--- src/rtl/alu_sequencer.sv ---
// -----------------------------------------------------------------------------
// alu_sequencer
//
// Purpose:
//   This module sits between a requester and an external combinational ALU.
//   It accepts one operation at a time. It holds the latched op code and
//   operands on the ALU inputs for as long as the op needs: one cycle for
//   simple ops, MULDIV_CYCLES cycles for MUL and DIV. It then captures the
//   ALU result and holds it until the consumer takes it.
//
// Parameters:
//   MULDIV_CYCLES  Cycles the ALU inputs are held for MUL/DIV (legal 1..16).
//
// Optional feature (macro ALU_SEQ_DIVZERO_TRAP_EN):
//   When this macro is defined, a DIV with B==0 does not use the ALU. It
//   completes after one cycle with a zero result and div_zero=1. When the
//   macro is undefined, such a DIV runs as a normal DIV and div_zero is
//   tied to 0.
//
// Ports:
//   clock       in   1   Single clock, rising edge.
//   clear       in   1   Asynchronous active-high reset.
//   req_valid   in   1   Request valid.
//   req_ready   out  1   Sequencer idle and able to accept a request.
//   req_op      in   5   ALU op code (00000 ADD .. 01100 SUB).
//   req_a/b     in   32  Operands.
//   alu_ops     out  5   Op code driven to the ALU (latched).
//   alu_a/b     out  32  Operands driven to the ALU (latched).
//   alu_z       in   64  ALU result.
//   res_valid   out  1   A result is held.
//   res_ready   in   1   Consumer takes the result.
//   res_lo/hi   out  32  Captured result halves.
//   busy        out  1   High in any state except IDLE.
//   illegal_op  out  1   The held result came from an op code above 01100.
//   div_zero    out  1   The held result came from a trapped DIV by zero.
// -----------------------------------------------------------------------------
module alu_sequencer #(
  parameter int unsigned MULDIV_CYCLES = 4
) (
  input  logic        clock,
  input  logic        clear,
  input  logic        req_valid,
  output logic        req_ready,
  input  logic [4:0]  req_op,
  input  logic [31:0] req_a,
  input  logic [31:0] req_b,
  output logic [4:0]  alu_ops,
  output logic [31:0] alu_a,
  output logic [31:0] alu_b,
  input  logic [63:0] alu_z,
  output logic        res_valid,
  input  logic        res_ready,
  output logic [31:0] res_lo,
  output logic [31:0] res_hi,
  output logic        busy,
  output logic        illegal_op,
  output logic        div_zero
);

  localparam logic [1:0] ST_IDLE   = 2'd0;
  localparam logic [1:0] ST_EXEC   = 2'd1;
  localparam logic [1:0] ST_WAIT   = 2'd2;
  localparam logic [1:0] ST_RESULT = 2'd3;

  localparam logic [4:0] OP_MUL  = 5'b00101;
  localparam logic [4:0] OP_DIV  = 5'b01011;
  localparam logic [4:0] OP_LAST = 5'b01100;

  // The counter is loaded on accept. EXEC and WAIT each spend one cycle per
  // count. The capture happens on the edge where the count is already 0, so
  // the result appears exactly MULDIV_CYCLES edges after the accept.
  localparam logic [3:0] CNT_LOAD = 4'(MULDIV_CYCLES - 1);

  logic [1:0]  state_q, state_d;
  logic [4:0]  op_q,    op_d;
  logic [31:0] a_q,     a_d;
  logic [31:0] b_q,     b_d;
  logic [3:0]  cnt_q,   cnt_d;
  logic [31:0] lo_q,    lo_d;
  logic [31:0] hi_q,    hi_d;
  logic        ill_q,   ill_d;

  logic op_illegal;
  logic op_muldiv;

  assign op_illegal = (op_q > OP_LAST);
  assign op_muldiv  = (op_q == OP_MUL) || (op_q == OP_DIV);

`ifdef ALU_SEQ_DIVZERO_TRAP_EN
  logic divz_q, divz_d;
  logic div_by_zero;
  assign div_by_zero = (op_q == OP_DIV) && (b_q == 32'd0);
`endif

  always_comb begin
    state_d = state_q;
    op_d    = op_q;
    a_d     = a_q;
    b_d     = b_q;
    cnt_d   = cnt_q;
    lo_d    = lo_q;
    hi_d    = hi_q;
    ill_d   = ill_q;
`ifdef ALU_SEQ_DIVZERO_TRAP_EN
    divz_d  = divz_q;
`endif

    case (state_q)
      ST_IDLE: begin
        if (req_valid) begin
          op_d    = req_op;
          a_d     = req_a;
          b_d     = req_b;
          cnt_d   = CNT_LOAD;
          ill_d   = 1'b0;
`ifdef ALU_SEQ_DIVZERO_TRAP_EN
          divz_d  = 1'b0;
`endif
          state_d = ST_EXEC;
        end
      end

      ST_EXEC: begin
        if (op_illegal) begin
          // The ALU output has no meaning for unknown op codes, so it is ignored.
          lo_d    = 32'd0;
          hi_d    = 32'd0;
          ill_d   = 1'b1;
          state_d = ST_RESULT;
        end
`ifdef ALU_SEQ_DIVZERO_TRAP_EN
        else if (div_by_zero) begin
          lo_d    = 32'd0;
          hi_d    = 32'd0;
          divz_d  = 1'b1;
          state_d = ST_RESULT;
        end
`endif
        else if (op_muldiv) begin
          if (cnt_q == 4'd0) begin
            lo_d    = alu_z[31:0];
            hi_d    = alu_z[63:32];
            state_d = ST_RESULT;
          end else begin
            cnt_d   = cnt_q - 4'd1;
            state_d = ST_WAIT;
          end
        end else begin
          // Simple ops return only the low word.
          lo_d    = alu_z[31:0];
          hi_d    = 32'd0;
          state_d = ST_RESULT;
        end
      end

      ST_WAIT: begin
        if (cnt_q == 4'd0) begin
          lo_d    = alu_z[31:0];
          hi_d    = alu_z[63:32];
          state_d = ST_RESULT;
        end else begin
          cnt_d = cnt_q - 4'd1;
        end
      end

      ST_RESULT: begin
        if (res_ready) begin
          state_d = ST_IDLE;
        end
      end

      default: state_d = ST_IDLE;
    endcase
  end

  always_ff @(posedge clock or posedge clear) begin
    if (clear) begin
      state_q <= ST_IDLE;
      op_q    <= 5'd0;
      a_q     <= 32'd0;
      b_q     <= 32'd0;
      cnt_q   <= 4'd0;
      lo_q    <= 32'd0;
      hi_q    <= 32'd0;
      ill_q   <= 1'b0;
    end else begin
      state_q <= state_d;
      op_q    <= op_d;
      a_q     <= a_d;
      b_q     <= b_d;
      cnt_q   <= cnt_d;
      lo_q    <= lo_d;
      hi_q    <= hi_d;
      ill_q   <= ill_d;
    end
  end

`ifdef ALU_SEQ_DIVZERO_TRAP_EN
  always_ff @(posedge clock or posedge clear) begin
    if (clear) begin
      divz_q <= 1'b0;
    end else begin
      divz_q <= divz_d;
    end
  end
  assign div_zero = divz_q;
`else
  assign div_zero = 1'b0;
`endif

  // The handshake and status outputs are decoded from the state. They
  // therefore follow clear at once, without waiting for a clock edge.
  assign req_ready  = (state_q == ST_IDLE);
  assign busy       = (state_q != ST_IDLE);
  assign res_valid  = (state_q == ST_RESULT);
  assign alu_ops    = op_q;
  assign alu_a      = a_q;
  assign alu_b      = b_q;
  assign res_lo     = lo_q;
  assign res_hi     = hi_q;
  assign illegal_op = ill_q;

endmodule

--- config.mk ---
export PLATFORM = sky130hd
export DESIGN_NAME = alu_sequencer
export DESIGN_NICKNAME = d
export VERILOG_FILES = /design/src/rtl/alu_sequencer.sv
export SDC_FILE = /design/constraint.sdc
export NUM_CORES = 1
export LEC_CHECK = 0
export CAP_MARGIN = 40
export CORE_UTILIZATION = 41
export DETAILED_ROUTE_END_ITERATION = 10
export PLACE_DENSITY_LB_ADDON = 0.05
export SYNTH_ARGS = -nofsm -noshare
export SYNTH_HDL_FRONTEND = slang
export SYNTH_SLANG_ARGS = --single-unit
export TNS_END_PERCENT = 10
--- constraint.sdc ---
create_clock -name clock -period 5.5 [get_ports clock]
set_clock_uncertainty 0.05 [all_clocks]
set_input_delay 0.825 -clock clock [delete_from_list [all_inputs] [get_ports clock]]
set_output_delay 0.825 -clock clock [all_outputs]
set_load 0.02 [all_outputs]
Word-level counts from Yosys, hierarchy flattened
Cells that the tools add are included.
- bits in registers: 140
- input bits: 137
- output and inout port bits: 138
- mux-type cells: 23
- equality and inequality tests: 11
- reduce and logical (&&, ||, !) cells: 11
- magnitude comparators: 1
- $add $sub $neg: 1
- operators by type and width (kind ; count):
    2-to-1 mux 32 bit ; 6
    case mux 32 bit (2 select lines) ; 2
    2-to-1 mux 4 bit ; 4
    case mux 4 bit (3 select lines) ; 1
    2-to-1 mux 2 bit ; 5
    != test 2 bit (second input constant) ; 5
    case mux 2 bit (4 select lines) ; 1
    AND reduction 3 bit ; 2
    nonzero test 2 bit ; 3
    == test 5 x 3 -> 1 bit (second input constant) ; 1
    == test 5 x 4 -> 1 bit (second input constant) ; 1
    > comparator 5 x 4 -> 1 bit (second input constant) ; 1
    == test 2 bit (second input constant) ; 2
    zero test 4 bit ; 1
    AND reduction 4 bit ; 1
    subtractor 4 x 1 -> 4 bit (second input constant) ; 1
    2-to-1 mux 1 bit ; 3
    nonzero test 3 bit ; 1
    == test 2 x 1 -> 1 bit (second input constant) ; 1
    zero test 2 bit ; 1
    != test 2 x 1 -> 1 bit (second input constant) ; 1
    case mux 1 bit (2 select lines) ; 1
    AND reduction 2 bit ; 1
    logical OR 1 bit ; 1

Logic depth before layout (Yosys ltp)
- word-level depth: 5
- depth in mapped cells: 8
- depth with buffers taken out: 6

Worst setup path before layout
OpenSTA, ideal clock, no wires.
- path kind: input -> register
- from: input port req_valid
- to: register a_q[20] (netlist: alu_a[20])
- data required time: 5.325 ns
- arrival time: 1.880 ns
- setup slack: 3.445 ns
- stages: 4
- setup time: 0.125 ns
- path through: nand2_1 > buf_2 > buf_1 > mux2_2
- cells in the longest elaborated chain, start to end: 1
- ends and longest elaborated chain (element ; line ; source):
    start: declaration ; 42 ; input logic req_valid,
    AND reduction 2 bit (no source line) ; n/a ;
    end signal: assignment ; 180 ; a_q <= 32'd0;
    end signal: assignment ; 189 ; a_q <= a_d;
    end: declaration ; 76 ; logic [31:0] a_q, a_d;
Every way passes these cells.
A chain may end at the register's enable or synchronous reset.

Worst setup path in the final report
- from: register state_q[0]
- to: output port req_ready
- cells in the longest elaborated chain, start to end: 1
- ends and longest elaborated chain (element ; line ; source):
    start: declaration ; 74 ; logic [1:0] state_q, state_d;
    start signal: assignment ; 187 ; state_q <= state_d;
    zero test 2 bit ; 213 ; assign req_ready = (state_q == ST_IDLE);
    end: declaration ; 43 ; output logic req_ready,
Every way passes these cells.

==> summary.md <==
| Metric | Value |
|---|---|
| Status | `finished, final reports clean` |
| Crit Path Class | `reg -> out` |
| Layout area overhead | `60.6%` |
| # nets final | `between 800 and 900` |
| RSZ-0062 raised after global routing | `no` |
| PnR worst setup slack | `about 2.7 ns` |
| Worst Hold Slack | `approximately 0.45 ns` |
| DRC violations left | `0` |
| Cts-stage hold buffer count | `0` |
| Bufs on Longest Clock Path | `2` |
| Finished Core Util | `approximately 68%` |
| Largest net degree at the start of global routing | `76` |
| Ant diodes | `0` |
| Site Rows | `between 40 and 50` |
| H-tree depth | `4` |
| Worst vdd ir | `366 uV` |
| First-pass GRT wire length | `24100 um` |
| Setup Viol. Count Final | `0` |
| Top FF cell, synth | `dfrtp_1` |
| CTS Sinks | `between 100 and 150` |
| Initial Util | `a little over two fifths` |
| # port buffers | `around 270` |
| Count of cell types in the netlist | `37` |
| Die width | `approximately 120 um` |
| Clock slew at reported path FFs | `0.05 ns` |
| Setup TNS Final | `0 ns` |
| Worst Path Required | `approximately 4.6 ns` |
| Post-DR wirelength/cell | `around 17 um` |
| DP HPWL | `11000 um` |
| Tot GR Track Use | `between 20 and 25%` |
| Cell area after synthesis | `between 5000 and 6000 um^2` |
| Die area | `around 14000 um^2` |
| Synth Register Bits | `140` |
| Post-CTS Repair Setup Buffers | `0` |
| Place WS | `roughly 2.4 ns` |
| Ratio of cells with drive above 1 in the final layout | `between 10% and 20%` |
| Post-synth EDFFs | `0` |
| CP arrival | `about 1.9 ns` |
| Crit path time final | `around 2.8 ns` |
| Post-cts repair resize count | `0` |
| CP Max Fanout | `6` |
| Critical Path End Type | `output pin` |
| Mapped Nets | `~560` |
| Period Utilization, post-route | `~51%` |
| Most frequent cells in the layout | `clkdlybuf4s50_1, dfrtp_1, mux2_2` |
| Ports | `between 200 and 300` |
| Core Region | `between 10000 and 15000 um^2` |
| CTS tree | `yes` |
| Max-cap violations | `0` |
| Vias in the first global route | `4697` |
| Rel. slew slack | `43.2%` |
| Most frequent standard cell in the layout excluding fill and tap cells | `clkdlybuf4s50_1` |
| Clk root buf | `clkbuf_16` |
| Sequential share of the synthesized area | `between 60% and 70%` |
| Asr flop ratio synth | `100%` |
| Vias/cell | `between 4 and 5` |
| Vias | `4297` |
| Yosys warnings | `0` |
| DRT iter0 DRCs | `188` |
| Power per cell area | `between 500 and 600 nW/um^2` |
| Max Slew Vio Count | `0` |
| Remaining Overflow, GRT | `0` |
| Worst Tran Pin Value | `roughly 0.85 ns` |
| Antenna Nets Post-Route | `0` |
| Worst min path class | `reg -> reg` |
| TritonCTS Buffers | `17` |
| Mapped Avg Cell Area | `~14 um^2` |
| Gpl congestion | `about 0.78` |
| Syn Inst Count | `between 400 and 500` |
| Routed Wire Length | `~15000 um` |
| Hold Vio Cnt, Final | `0` |
| Startpoint type of the worst setup path | `flop` |
| Initial antenna violation count | `0` |
| Leakage | `between 4 and 5 nW` |
| Fmax | `about 360 MHz` |
| Worst skew pair latency | `0.41 ns` |
| 1st-pass router iterations | `4` |
| Die height | `approximately 120 um` |
==> metal layers <==
layer	share of wire, %	GRT usage [%]	up-vias
met3	10	10.0	31
li1	-	-	1992
met2	48	36.6	194
met4	3.5	11.2	0
met5	0	0	-
met1	38	24.3	2080
==> path summary, 6_finish.rpt <==
| path | startpoint | end | slack (ns) | cells after the start |
|---|---|---|---|---|
| max in group asynchronous | clear | res_lo[13] | 3.52 | 4 |
| min in group asynchronous | clear | res_hi[6] | 0.73 | 2 |
| worst max-delay path | state_q[0] | req_ready | 2.72 | 3 |
| worst min-delay path | res_hi[27] | res_hi[27] | 0.45 | 1 |
| worst max register to register | state_q[1] | res_lo[25] | 2.87 | 7 |
| worst min register to register | res_hi[27] | res_hi[27] | 0.45 | 1 |
==> state kept, by name, indices dropped and copies added, names as in the netlist <==
signal	cells
alu_a	32
alu_b	32
alu_ops	5
cnt_q	4
illegal_op	1
res_hi	32
res_lo	32
state_q	2
==> power by group <==
part           internal, mW  switching, mW
clock                 0.668          0.389
sequential             1.44          0.224
combinational          1.29           1.35
==> critical path, stage by stage, from the launching register on <==
cell and delay (ns):
dfrtp_1 0.40, inv_1 0.15, ha_1 0.29, clkdlybuf4s50_1 0.65
==> cells in the mapped netlist (2+ instances only) <==
library cell	n	area (um^2)
nor3_1	6	30.0
mux2i_1	33	330
or3b_1	2	17.5
buf_12	3	60.1
dfrtp_1	140	3500
o21ai_0	4	20.0
a211oi_1	2	15.0
a22o_1	32	280
nand2_1	34	128
nor2_1	3	11.3
clkbuf_1	3	11.3
mux2_2	69	777
buf_4	2	15.0
inv_1	45	169
buf_6	3	33.8
buf_1	6	22.5
a32oi_1	3	26.3
buf_2	4	20.0
o22ai_1	2	12.5
ha_1	6	75.1
==> metrics by stage <==
step	power, mW	std cells	instance area [um^2]
floorplan	3.30	419	5680
global placement	4.26	851	8530
detailed placement	4.35	853	8580
CTS	5.44	880	9120
global route	5.67	880	9120
finish	5.36	880	9120
==> cell type report <==
type	instances	area, um^2
fillers	989	4280
flip-flops and latches	140	3500
repair buffers	279	2810
multi-input cells	213	1870
clock buffers	25	505
well taps	176	220
inverters	45	174
clock inverters	2	35.0
==> cell families after synthesis <==
logic type                 after synthesis  synth area share [%]
DFF                                    140                  61.7
other                                    1                0.0660
muxes                                  102                  19.5
adders and majority gates                6                  1.32
AOI/OAI and AO/OA                       53                  7.62
buffers and inverters                   66                  5.84
and+or+nand+nor                         51                  3.94
Note: power is estimated with default switching activity, not from simulation.
